[src/rtl/serial_adder.sv]
// serial_adder: bit-serial WIDTH-bit adder, LSB first, one bit per clock; SERIAL_ADDER_SUB_EN adds the sub port for a - b
module serial_adder #(
  parameter int WIDTH = 16
) (
  input  logic             clk,
  input  logic             reset,
  input  logic             start,
  input  logic [WIDTH-1:0] a,
  input  logic [WIDTH-1:0] b,
`ifdef SERIAL_ADDER_SUB_EN
  input  logic             sub,
`endif
  output logic             busy,
  output logic             done,
  output logic [WIDTH-1:0] out,
  output logic             carry
);
  localparam int CW = $clog2(WIDTH);
  typedef enum logic [1:0] {IDLE, RUN, DONE} state_t;
  state_t state, state_n;
  logic [WIDTH-1:0] sa, sb, sr_n;
  logic [WIDTH-2:0] sr;
  logic [CW-1:0] cnt;
  logic c, s, c_n, last, neg;
`ifdef SERIAL_ADDER_SUB_EN
  assign neg = sub;
`else
  assign neg = 1'b0;
`endif
  always_comb begin
    s = sa[0] ^ sb[0] ^ c;
    c_n = (sa[0] & sb[0]) | (sa[0] & c) | (sb[0] & c);
    sr_n = {s, sr};
    last = cnt == CW'(WIDTH - 1);
    state_n = state == IDLE ? (start ? RUN : IDLE) : state == RUN ? (last ? DONE : RUN) : IDLE;
    busy = state == RUN;
    done = state == DONE;
  end
  always_ff @(posedge clk) state <= reset ? IDLE : state_n;
  always_ff @(posedge clk) begin
    if (reset) begin
      sa <= '0;
      sb <= '0;
      sr <= '0;
      c <= 1'b0;
      cnt <= '0;
      out <= '0;
      carry <= 1'b0;
    end else if (state == IDLE && start) begin
      sa <= a;
      sb <= neg ? ~b : b;
      c <= neg;
      cnt <= '0;
    end else if (state == RUN) begin
      sa <= sa >> 1;
      sb <= sb >> 1;
      sr <= sr_n[WIDTH-1:1];
      c <= c_n;
      cnt <= cnt + 1'b1;
      if (last) begin
        out <= sr_n;
        carry <= c_n;
      end
    end
  end
endmodule

[config.mk]
export PLATFORM = sky130hd
export DESIGN_NAME = serial_adder
export DESIGN_NICKNAME = d
export VERILOG_FILES = /design/src/rtl/serial_adder.sv
export SDC_FILE = /design/constraint.sdc
export NUM_CORES = 1
export LEC_CHECK = 0
export CAP_MARGIN = 0
export CORE_ASPECT_RATIO = 0.75
export CORE_MARGIN = 1
export CORE_UTILIZATION = 53
export CTS_BUF_LIST = sky130_fd_sc_hd__clkbuf_8
export DETAILED_ROUTE_END_ITERATION = 6
export GPL_TIMING_DRIVEN = 0
export PLACE_DENSITY = 0.88
export SKIP_CTS_REPAIR_TIMING = 1
export SYNTH_ARGS = -nofsm -noshare
export SYNTH_HDL_FRONTEND = slang
export SYNTH_SLANG_ARGS = --single-unit
[constraint.sdc]
create_clock -name clk -period 2.5 [get_ports clk]
set_input_delay 0.5 -clock clk [delete_from_list [all_inputs] [get_ports clk]]
set_output_delay 0.5 -clock clk [all_outputs]
set_load 0.02 [all_outputs]
* Word-level counts from Yosys, hierarchy flattened
Cells that the tools add are included.
** Storage, ports and cells
- Output and inout bits :: 19
- Bits of input ports :: 35
- Word-level logic and storage cells :: 34
- Bits in registers :: 71
** Operators by class
- Reductions and logical operators :: 6
- Multiplexer cells :: 8
- $add $sub $neg :: 1
- Equal/unequal tests :: 3
- Bitwise gates (word level) :: 8
** Operators with widths (number)
- 16-bit 2-to-1 mux :: 4
- 2-bit 2-to-1 mux :: 3
- 4-bit by 1-bit adder with 4-bit output, second input constant :: 1
- 4-bit == test, second input constant :: 1
- 1-bit AND :: 3
- 3-bit AND reduction :: 1
- 2-bit by 1-bit == test with 1-bit output, second input constant :: 1
- 2-bit == test, second input constant :: 1
- 2-bit logical NOT :: 1
- 1-bit OR :: 2
- 2-bit AND reduction :: 1
- 2-bit nonzero test :: 1
- 2-bit OR reduction :: 1
- 1-bit XOR :: 2
- 1-bit logical AND :: 1
- 1-bit 2-to-1 mux :: 1
- 1-bit NOT :: 1

* Depth between registers and ports, before layout
Gate-level depths: netlist of run 1.
- Depth in word-level cells :: 4
- Gate-level depth with buffers :: 6
- Gate-level depth less buffers :: 4

* Least setup slack after synthesis of run 1
No wires, ideal clock.
- Path kind :: reg2out
- Start point :: register state[1]
- End point :: output busy
- Stages on the path, launching flop included :: 5
- Path buffers :: 2
- Data arrival time :: 1.006 ns
- Required time :: 2.000 ns
- Setup slack :: 0.994 ns
- Cell sequence :: dfxtp_1 or2b_4 inv_2 buf_6 buf_4
** On the way
- Cells in the longest elaborated chain, start to end :: 1
** Ends and longest elaborated chain
- start, declared :: RTL line 20 : state_t state, state_n;
- start signal, assigned :: RTL line 39 : always_ff @(posedge clk) state <= reset ? IDLE : state_n;
- 2-bit by 1-bit == test with 1-bit output :: RTL line 36 : busy = state == RUN;
- end, declared :: RTL line 13 : output logic busy,
No other way between the ends.

* Worst setup path in the final report of run 1
Ends and elaborated chain as after synthesis.

==> impl_metrics.json, run 1 <==
{
  "cp-end-kind": "output port",
  "r2r-start": "cnt[0]$_SDFFE_PP0N_",
  "clockBufferDepth": 2,
  "post-route-period-util_pct": 90.0,
  "clockRootBuffer": "clkbuf_8",
  "ys_seq_elements": 71,
  "cts.sinks": 71,
  "dp_hpwl_mm": 4.43,
  "synth_area_um2": 2840,
  "cp-endpoint": "busy",
  "post-place-ws_ps": 298,
  "rsz0062_at_grt": "false",
  "ant_nets": 0,
  "fin_nets": 421,
  "wl_met3_um": 307,
  "drcViolationCount": 0,
  "rrSetupSlack_ps": 820,
  "synth_cells": 321,
  "finalHoldViolCount": 0,
  "cp_max_fo": 10,
  "gp_congestion": 0.772,
  "grt_pass1_vias": 2337,
  "power_density_nw_per_um2": 673,
  "dr_wl_met2_mm": 3.09,
  "core_area_um2": 5010,
  "r2r_cells": 5,
  "clkLatencyLatePin_ps": 350,
  "outcome": "completed",
  "finalHoldWorstSlack_ps": 452,
  "fill_cells": 381,
  "cts_buffers": 9,
  "clk_pin_slew_ps": 80,
  "ir_drop_v": 0.000497,
  "drive_gt1_share_pct": 12.6,
  "antenna_found_initial": 0,
  "wl_per_cell_um": 14.2,
  "clock_skew_ps": 14.2,
  "maxCapViolations": 0,
  "hold_class": "register to register",
  "drv_slew": 0,
  "dieArea_um2": 5660,
  "synth_top_area_cell": "dfxtp_1",
  "worst-path-buf-inv": 4,
  "rows": 22,
  "critPathSlowestCell": "dfxtp_1",
  "ioPinCount": 54,
  "wl_mm": 6.54,
  "r2r-end": "out[6]$_SDFFE_PP0P_",
  "critPathMaxStageDelay_ps": 410,
  "firstDrtPassIters": 4,
  "setup.worst_path.class": "register to output port",
  "highest_layer": "met4",
  "numPortBuffers": 52,
  "synth-warning-count": 0,
  "synth_ff_type": "dfxtp_1",
  "arrival_ps": 1750,
  "drt-met1-wl_mm": 3.06,
  "hold_path_depth": 2,
  "setup_slack_ps": 250,
  "antennaDiodeCount": 0,
  "cts-htree-levels": 3,
  "crit_path_start": "state[1]$_SDFF_PP0_",
  "via_per_inst": 5.40,
  "ys_seq_area_share_pct": 50.0,
  "synth_edf_count": 0,
  "yosys.area.top_type_share_pct": 50.0,
  "leakage_nw": 1.35,
  "drtIter0Drc": 171,
  "grt_first_pass_wirelength_mm": 10.9,
  "crit_chain": "or2b_4, inv_2, buf_6, buf_4, dlymetal6s2s_1",
  "syn_area_per_cell_um2": 8.85,
  "slew_headroom_pct": 67.0,
  "cp_top_family": "buffers and inverters",
  "setup_viol": 0,
  "start_util_pct": 56.7,
  "track_usage_pct": 25.3,
  "max_freq_ghz": 0.445,
  "synth_area_leaders": "dfxtp_1, a21oi_1, nand2_1",
  "die_h_um": 65.4,
  "synth.distinct_cells": 34,
  "cp-start-kind": "register",
  "crit_cells": 5,
  "areaGrowthSynthToFinish_pct": 28.8,
  "required_ps": 2000,
  "timing.final.crit_period_ps": 2250,
  "tritoncts": "done",
  "vias": 2490,
  "grt_max_degree": 12,
  "grt_overflow": 0,
  "async_flop_share_pct": 0,
  "tightest_slew_ps": 495,
  "chipWidth_um": 86.5,
  "syn_nets": 358
}
[stage by stage]
step,instances,utilization [%],setup TNS [ps],instance area (um^2),total power [mW]
after floorplan,321,-,0,2840,1.42
after global placement,445,68.9,0,3450,1.52
after detailed placement,445,68.9,0,3450,1.52
after CTS,461,73.0,-104,3660,2.47
after global routing,461,73.0,0,3660,2.56
final,461,73.0,0,3660,2.46
[cell usage after synthesis (2+ instances only)]
library cell	number
or3b_2	3
or3_1	2
nor3_1	3
nand2_1	65
o21ai_0	2
dfxtp_1	71
nand2b_1	3
a22o_2	6
a21oi_1	51
clkbuf_1	7
buf_4	5
buf_2	9
a22o_1	10
buf_6	5
nand3_1	4
a211oi_1	25
nor2_1	33
[layout make-up]
cell class | count | area [um^2] | share of cell area (%)
Multi-Input combinational cell | 222 | 1250 | 34.1
Buffer | 26 | 165 | 4.51
Inverter | 2 | 7.51 | 0.205
Sequential cell | 71 | 1420 | 38.9
Tap cell | 72 | 90.1 | 2.46
Clock inverter | 7 | 81.3 | 2.22
Timing Repair Buffer | 52 | 523 | 14.3
Clock buffer | 9 | 124 | 3.39
[cell usage in the layout, fill, tap and decap left out, drive strengths merged]
master	n
a211oi	26
a21oi	51
a22o	16
a311oi	1
a41oi	1
buf	19
bufinv	2
clkbuf	16
clkdlybuf4s50	51
clkinv	2
dfxtp	71
dlymetal6s2s	1
fa	1
ha	1
inv	5
nand2	65
nand2b	3
nand3	4
nand3b	1
nor2	33
nor2b	1
nor3	4
nor3b	1
o21ai	2
o21ba	1
or2b	2
or3	2
or3b	4
xnor2	1
xor2	1
[flip-flops by register name, indices dropped and copies added (netlist names)]
name and count:
cnt 4, sr 15, sb 16, sa 16, out 16, state 2, c 1, carry 1
[logic make-up after synthesis]
logic type / Yosys count / share of synthesized area [%]
and+or+nand+nor: 120 / 18.7
AOI/OAI and AO/OA: 98 / 23.4
DFF: 71 / 50.0
buffers and inverters: 28 / 6.08
xor gates and xnor gates: 2 / 0.617
adders and majority gates: 2 / 1.15
[worst min-delay path, delay by kind of cell, from the launching register on]
family / cells / cell delay, ps
flops: 1 / 310
simple gates: 1 / 50
compound gates: 1 / 50
[per-layer routing]
metal	global-route usage [%]	vias up
met2	41.1	62
met3	8.17	7
met5	0	-
met4	6.67	0
li1	-	1240
met1	32.7	1181
[power by group]
part | switching [mW] | leakage, nW | internal, mW | total [mW]
Sequential | 0.0298 | 0.580 | 1.18 | 1.21
Clock | 0.411 | 0.117 | 0.548 | 0.959
Combinational | 0.152 | 0.650 | 0.139 | 0.291
Total | 0.594 | 1.35 | 1.87 | 2.46
[worst min path at each step]
stage,from,endpoint
6_report,sb[7]$_SDFFE_PP0P_,sb[6]$_SDFFE_PP0P_
5_1_grt,sa[7]$_SDFFE_PP0P_,sa[6]$_SDFFE_PP0P_
4_1_cts,sb[4]$_SDFFE_PP0P_,sb[3]$_SDFFE_PP0P_
3_5_place_dp,sb[7]$_SDFFE_PP0P_,sb[6]$_SDFFE_PP0P_
3_3_place_gp,sb[8]$_SDFFE_PP0P_,sb[7]$_SDFFE_PP0P_
2_1_floorplan,sr[0]$_SDFFE_PP0P_,sr[0]$_SDFFE_PP0P_
Note: power is estimated with default switching activity, not from simulation.
==> inputs of run 2 (changes only) <==
--- a/config.mk
+++ b/config.mk
@@ -6,9 +6,11 @@
 export NUM_CORES = 1
 export LEC_CHECK = 0
 export CAP_MARGIN = 0
+export CELL_PAD_IN_SITES_DETAIL_PLACEMENT = 0
+export CELL_PAD_IN_SITES_GLOBAL_PLACEMENT = 1
 export CORE_ASPECT_RATIO = 0.75
 export CORE_MARGIN = 1
-export CORE_UTILIZATION = 53
+export CORE_UTILIZATION = 40
 export CTS_BUF_LIST = sky130_fd_sc_hd__clkbuf_8
 export DETAILED_ROUTE_END_ITERATION = 6
 export GPL_TIMING_DRIVEN = 0
==> constraint.sdc (replaced) <==
create_clock -name clk -period 2.28 [get_ports clk]
set_input_delay 0.456 -clock clk [delete_from_list [all_inputs] [get_ports clk]]
set_output_delay 0.456 -clock clk [all_outputs]
set_load 0.02 [all_outputs]
==> impl_metrics.json, run 2 (synthesis gave the netlist of run 1 again) <==
{
  "tritoncts": "done",
  "cts_buffers": 9,
  "dp_hpwl_mm": 4.41,
  "rsz0062_at_grt": "false",
  "firstDrtPassIters": 4,
  "tightest_slew_ps": 499,
  "drv_slew": 0,
  "drcViolationCount": 0,
  "setup_slack_ps": 113,
  "drtIter0Drc": 95,
  "clk_pin_slew_ps": 70,
  "multi_input_area_um2": 1250,
  "grt_first_pass_wirelength_mm": 10.4,
  "hold_class": "register to register",
  "arrival_ps": 1710,
  "pwr-share-seq_pct": 51.6,
  "max_freq_ghz": 0.461,
  "final_common_cell": "dfxtp_1",
  "dieArea_um2": 7450,
  "die_h_um": 75.0,
  "design_area_um2": 3650,
  "layout_common_cells": "dfxtp_1, nand2_1, a21oi_1, clkdlybuf4s50_1, nor2_1",
  "slew_headroom_pct": 66.8,
  "fill_cells": 634,
  "outcome": "completed",
  "start_util_pct": 41.6,
  "areaGrowthSynthToFinish_pct": 28.5,
  "place_area_um2": 3470,
  "p_sw_share_pct": 24.8,
  "numPortBuffers": 52,
  "cp-end-kind": "output port",
  "maxCapViolations": 0,
  "p_sw_uw": 638,
  "setup.worst_path.class": "register to output port",
  "power_density_nw_per_um2": 706,
  "grt_max_degree": 12,
  "cp-start-kind": "register",
  "clock_skew_ps": 11.3,
  "antenna_found_initial": 0,
  "core_area_um2": 6830,
  "wl_mm": 6.34,
  "grt_pass1_vias": 2220,
  "cp_max_fo": 10,
  "power_mw": 2.58,
  "antennaDiodeCount": 0,
  "p_int_mw": 1.94,
  "timing.final.crit_period_ps": 2170,
  "fin_nets": 421,
  "required_ps": 1820,
  "comb_power_share_pct": 12.4,
  "ir_drop_v": 0.000257,
  "cts-htree-levels": 3,
  "finalHoldWorstSlack_ps": 458,
  "track_usage_pct": 18.3,
  "ioPinCount": 54,
  "post-route-period-util_pct": 95.1,
  "dp.cells": 457,
  "ff_latch_area_um2": 1420,
  "p_clk_share_pct": 36.1,
  "clockBufferDepth": 2,
  "finalHoldViolCount": 0,
  "clockRootBuffer": "clkbuf_8",
  "via_per_inst": 5.15,
  "drive_gt1_share_pct": 12.3,
  "chipWidth_um": 99.3,
  "vias": 2434,
  "rows": 26,
  "setup_viol": 0,
  "leakage_nw": 1.34,
  "post-place-ws_ps": 91.9,
  "final_cells": 473,
  "grt_overflow": 0,
  "wl_per_cell_um": 13.4,
  "ant_nets": 0,
  "gp_congestion": 0.757,
  "cts.sinks": 71,
  "top_regs": "out x16, sa x16, sb x16",
  "clkLatencyLatePin_ps": 350
}
-- run 2: cell types whose count changed in the layout (fill, tap and decap cells not counted), sizes merged --
cell and change:
bufinv -1, inv +1
-- run 2: per-layer routing --
metal  GRT usage (%)  part of all wire (%)  up-vias  wire length [um]
met1            24.7                    52     1142              3290
met2            27.9                    43       44              2700
met4            8.66                   1.8        0               111
met5               0                     0        -                 0
li1                -                     -     1234                 -
met3            4.74                   3.8       14               243
-- run 2: area by class of cell --
cell class,count,area share [%]
Sequential cell,71,38.9
Clock buffer,9,3.39
Inverter,2,0.206
Clock inverter,7,1.61
Buffer,26,4.52
Multi-Input combinational cell,222,34.1
Tap cell,84,2.88
Timing Repair Buffer,52,14.3
-- run 2: through the flow --
stage / util, % / setup TNS [ps]
floorplan: - / 0
global placement: 50.7 / 0
detailed placement: 50.7 / 0
CTS: 53.4 / -291
global route: 53.4 / 0
finish: 53.4 / 0
-- run 2: power groups by stage --
| stage | Sequential, mW | Combinational (mW) | Clock (mW) |
|---|---|---|---|
| floorplan | 1.35 | 0.206 | 0 |
| global placement | 1.35 | 0.314 | 0 |
| detailed placement | 1.36 | 0.317 | 0 |
| CTS | 1.33 | 0.320 | 0.949 |
| global route | 1.34 | 0.353 | 0.996 |
| finish | 1.33 | 0.318 | 0.929 |
-- run 2: path summary, 6_finish.rpt --
kind                            start             endpoint  slack [ps]  depth (start not counted)
setup reg to reg  cnt[0]$_SDFFE_PP0N_  out[5]$_SDFFE_PP0P_         640                          5
hold reg to reg    sb[2]$_SDFFE_PP0P_   sb[1]$_SDFFE_PP0P_         460                          2
setup / recovery  state[1]$_SDFF_PP0_                 busy         110                          5
hold / removal     sb[2]$_SDFFE_PP0P_   sb[1]$_SDFFE_PP0P_         460                          2
-- run 2: critical path, cell delays in order, from the launching register on --
cell	delay, ps
dfxtp_1	390
or2b_4	300
inv_2	100
buf_6	150
buf_4	180
dlymetal6s2s_1	240
==> patch, RTL diff (settings of run 1) <==
The option `SERIAL_ADDER_SUB_EN` is turned on by a define.
--- a/src/rtl/serial_adder.sv
+++ b/src/rtl/serial_adder.sv
@@ -1,4 +1,6 @@
 // serial_adder: bit-serial WIDTH-bit adder, LSB first, one bit per clock; SERIAL_ADDER_SUB_EN adds the sub port for a - b
+`define SERIAL_ADDER_SUB_EN
+
 module serial_adder #(
   parameter int WIDTH = 16
 ) (
Interface: changed (added sub); port bits go from 54 to 55. The function was not compared with the original's and may differ.
==> patch against run 1 <==
  * Via count decreased by 2.0%
  * Setup slack improved by 0.091 ns
  * Area after synthesis increased by 0.22%
  * Core utilization shrank 1.0 points
  * Sequential cell count unchanged
  * Count of clock-buffer cells in the layout did not move
  * Sequential power barely moved
  * Design area decreased by 0.89%
  * Routed wire length is 2.5% lower
  * Total power shrank 7.0%
  * Critical path type unchanged
  * Largest power group unchanged
  * Highest routed layer unchanged
==> patch: results (changes against run 1) <==
cts_root_buffer: "clkbuf_8"
layout-drive-gt1-share: 0.1213  # -0.004670
pre_cts_slack_ns: 0.2447  # -0.05357 ns
clockBufferDepth: 2  # unchanged
numPortBuffers: 52  # unchanged
p_leak_nw: 1.350  # +0.27%
ys_types: 35  # +2.9%
numCtsBuffers: 9  # unchanged
path_max_fanout: 10  # unchanged
swShare: 0.2357  # -0.005399
gp_congestion: 0.7721  # about the same
ys_top_cells_by_area: "dfxtp_1 (50%), nand2_1 (5.9%), a21oi_1 (5.8%), a22o_1 (4.9%), xnor2_1 (4.9%)"
arrival_ns: 1.66  # -0.09 ns
drtIter0Drc: 106  # -38%
reg_top3: "out (16), sa (16), sb (16)"
nets: 407  # -3.3%
yosysSeqAreaShare: 0.4993  # -0.001100
status: "complete, no violations"
yosys-top-cells-count: "dfxtp_1 (71), nand2_1 (45), nor2_1 (34)"
nFillCells: 389  # +2.1%
grt_start_max_net_pins: 11  # -1
relSlewSlack: 0.6636  # -0.006418
cts_max_level: 3  # unchanged
first_pass_iters: 4  # unchanged
grtUsageTotal: 0.2481  # -0.005148
fin_skew_ns: 0.006592  # -0.007581 ns
hold_path_class: "reg -> reg"
routed_wl_um: 6374  # -2.5%
n_antenna_cell: 0  # unchanged
vias: 2439  # -2.0%
vdd_ir_drop_max_uv: 542.2  # +9.1%
path_clk_slew_ns: 0.07
dp_hpwl_um: 4444  # +0.19%
synth_flop_cell: "dfxtp_1"
synthesis.nets: 344  # -3.9%
grt_first_pass_wirelength_um: 10810  # -0.94%
ys_warn_count: 0  # unchanged
clock_latency_ns: 0.34
async_reset_ff_frac: 0  # unchanged
grt_pass1_vias: 2318  # -0.81%
antenna_found_initial: 0  # unchanged
## patch: changes by cell type after synthesis, moves of 6 or more
| cell | before | now |
|---|---|---|
| a211oi_1 | 25 | 16 |
| a21oi_1 | 51 | 33 |
| a221o_1 | 0 | 7 |
| a221o_2 | 0 | 8 |
| a22o_1 | 10 | 16 |
| a22o_2 | 6 | 0 |
| nand2_1 | 65 | 45 |
| xnor2_1 | 1 | 16 |
## patch: critical path, cell delays in order (launching register included)
cell            delay (ns)
dfxtp_1               0.31
buf_6                 0.13
nand2b_1              0.13
buf_4                 0.17
inv_2                 0.11
buf_2                 0.22
dlymetal6s2s_1        0.25
## patch: routing by layer
metal	GRT usage	wire, um	share of wire	vias up
met2	0.3929	2851	0.45	80
met1	0.3280	3069	0.48	1154
met4	0.07917	49	0.0077	0
met5	0	0	0	-
li1	-	-	-	1199
met3	0.07161	403	0.063	6
## patch: cell type report
cell class | count | share of cell area
Buffer | 26 | 0.03899
Clock buffer | 9 | 0.03416
Clock inverter | 4 | 0.01173
Inverter | 1 | 0.001035
Multi-Input combinational cell | 208 | 0.3530
Sequential cell | 71 | 0.3920
Tap cell | 72 | 0.02484
Timing Repair Buffer | 52 | 0.1442
## patch: power by group through the flow
| stage | clock network (W) | logic (W) | registers, W |
|---|---|---|---|
| after CTS | 0.000824 | 0.000271 | 0.00121 |
| final | 0.000809 | 0.000272 | 0.00121 |
| after global routing | 0.000882 | 0.000300 | 0.00121 |
| after global placement | 0 | 0.000260 | 0.00123 |
| after floorplan | 0 | 0.000170 | 0.00122 |
| after detailed placement | 0 | 0.000266 | 0.00123 |
## patch: through the flow
step | total power [W] | cells | TNS (ns) | cell area, um2
finish | 0.002289 | 443 | 0 | 3626
global route | 0.002394 | 443 | 0 | 3626
CTS | 0.002302 | 443 | -0.06725 | 3623
detailed placement | 0.001498 | 430 | 0 | 3457
global placement | 0.001489 | 430 | 0 | 3457
floorplan | 0.001395 | 306 | 0 | 2846
## patch: final timing paths
kind                                     startpoint              endpoint  slack (ns)  cells past startpoint
worst max-delay path            state[1]$_SDFF_PP0_                  busy        0.34                      6
worst min register to register   sa[5]$_SDFFE_PP0P_    sa[4]$_SDFFE_PP0P_        0.46                      2
worst min-delay path             sa[5]$_SDFFE_PP0P_    sa[4]$_SDFFE_PP0P_        0.46                      2
worst max register to register  cnt[0]$_SDFFE_PP0N_  out[12]$_SDFFE_PP0P_        0.86                      5
## patch: kinds of logic (layout without fill, tap and decap cells)
logic type	Yosys count	in the layout	share of synthesized area
XOR/XNOR	18	18	0.05538
AO/OA/AOI/OAI	86	86	0.2211
buffers and inverters	27	92	0.05099
multiplexers	1	1	0.003517
adder cells (fa/ha/maj)	2	2	0.01143
flip-flops	71	71	0.4993
AND/OR/NAND/NOR	101	101	0.1582
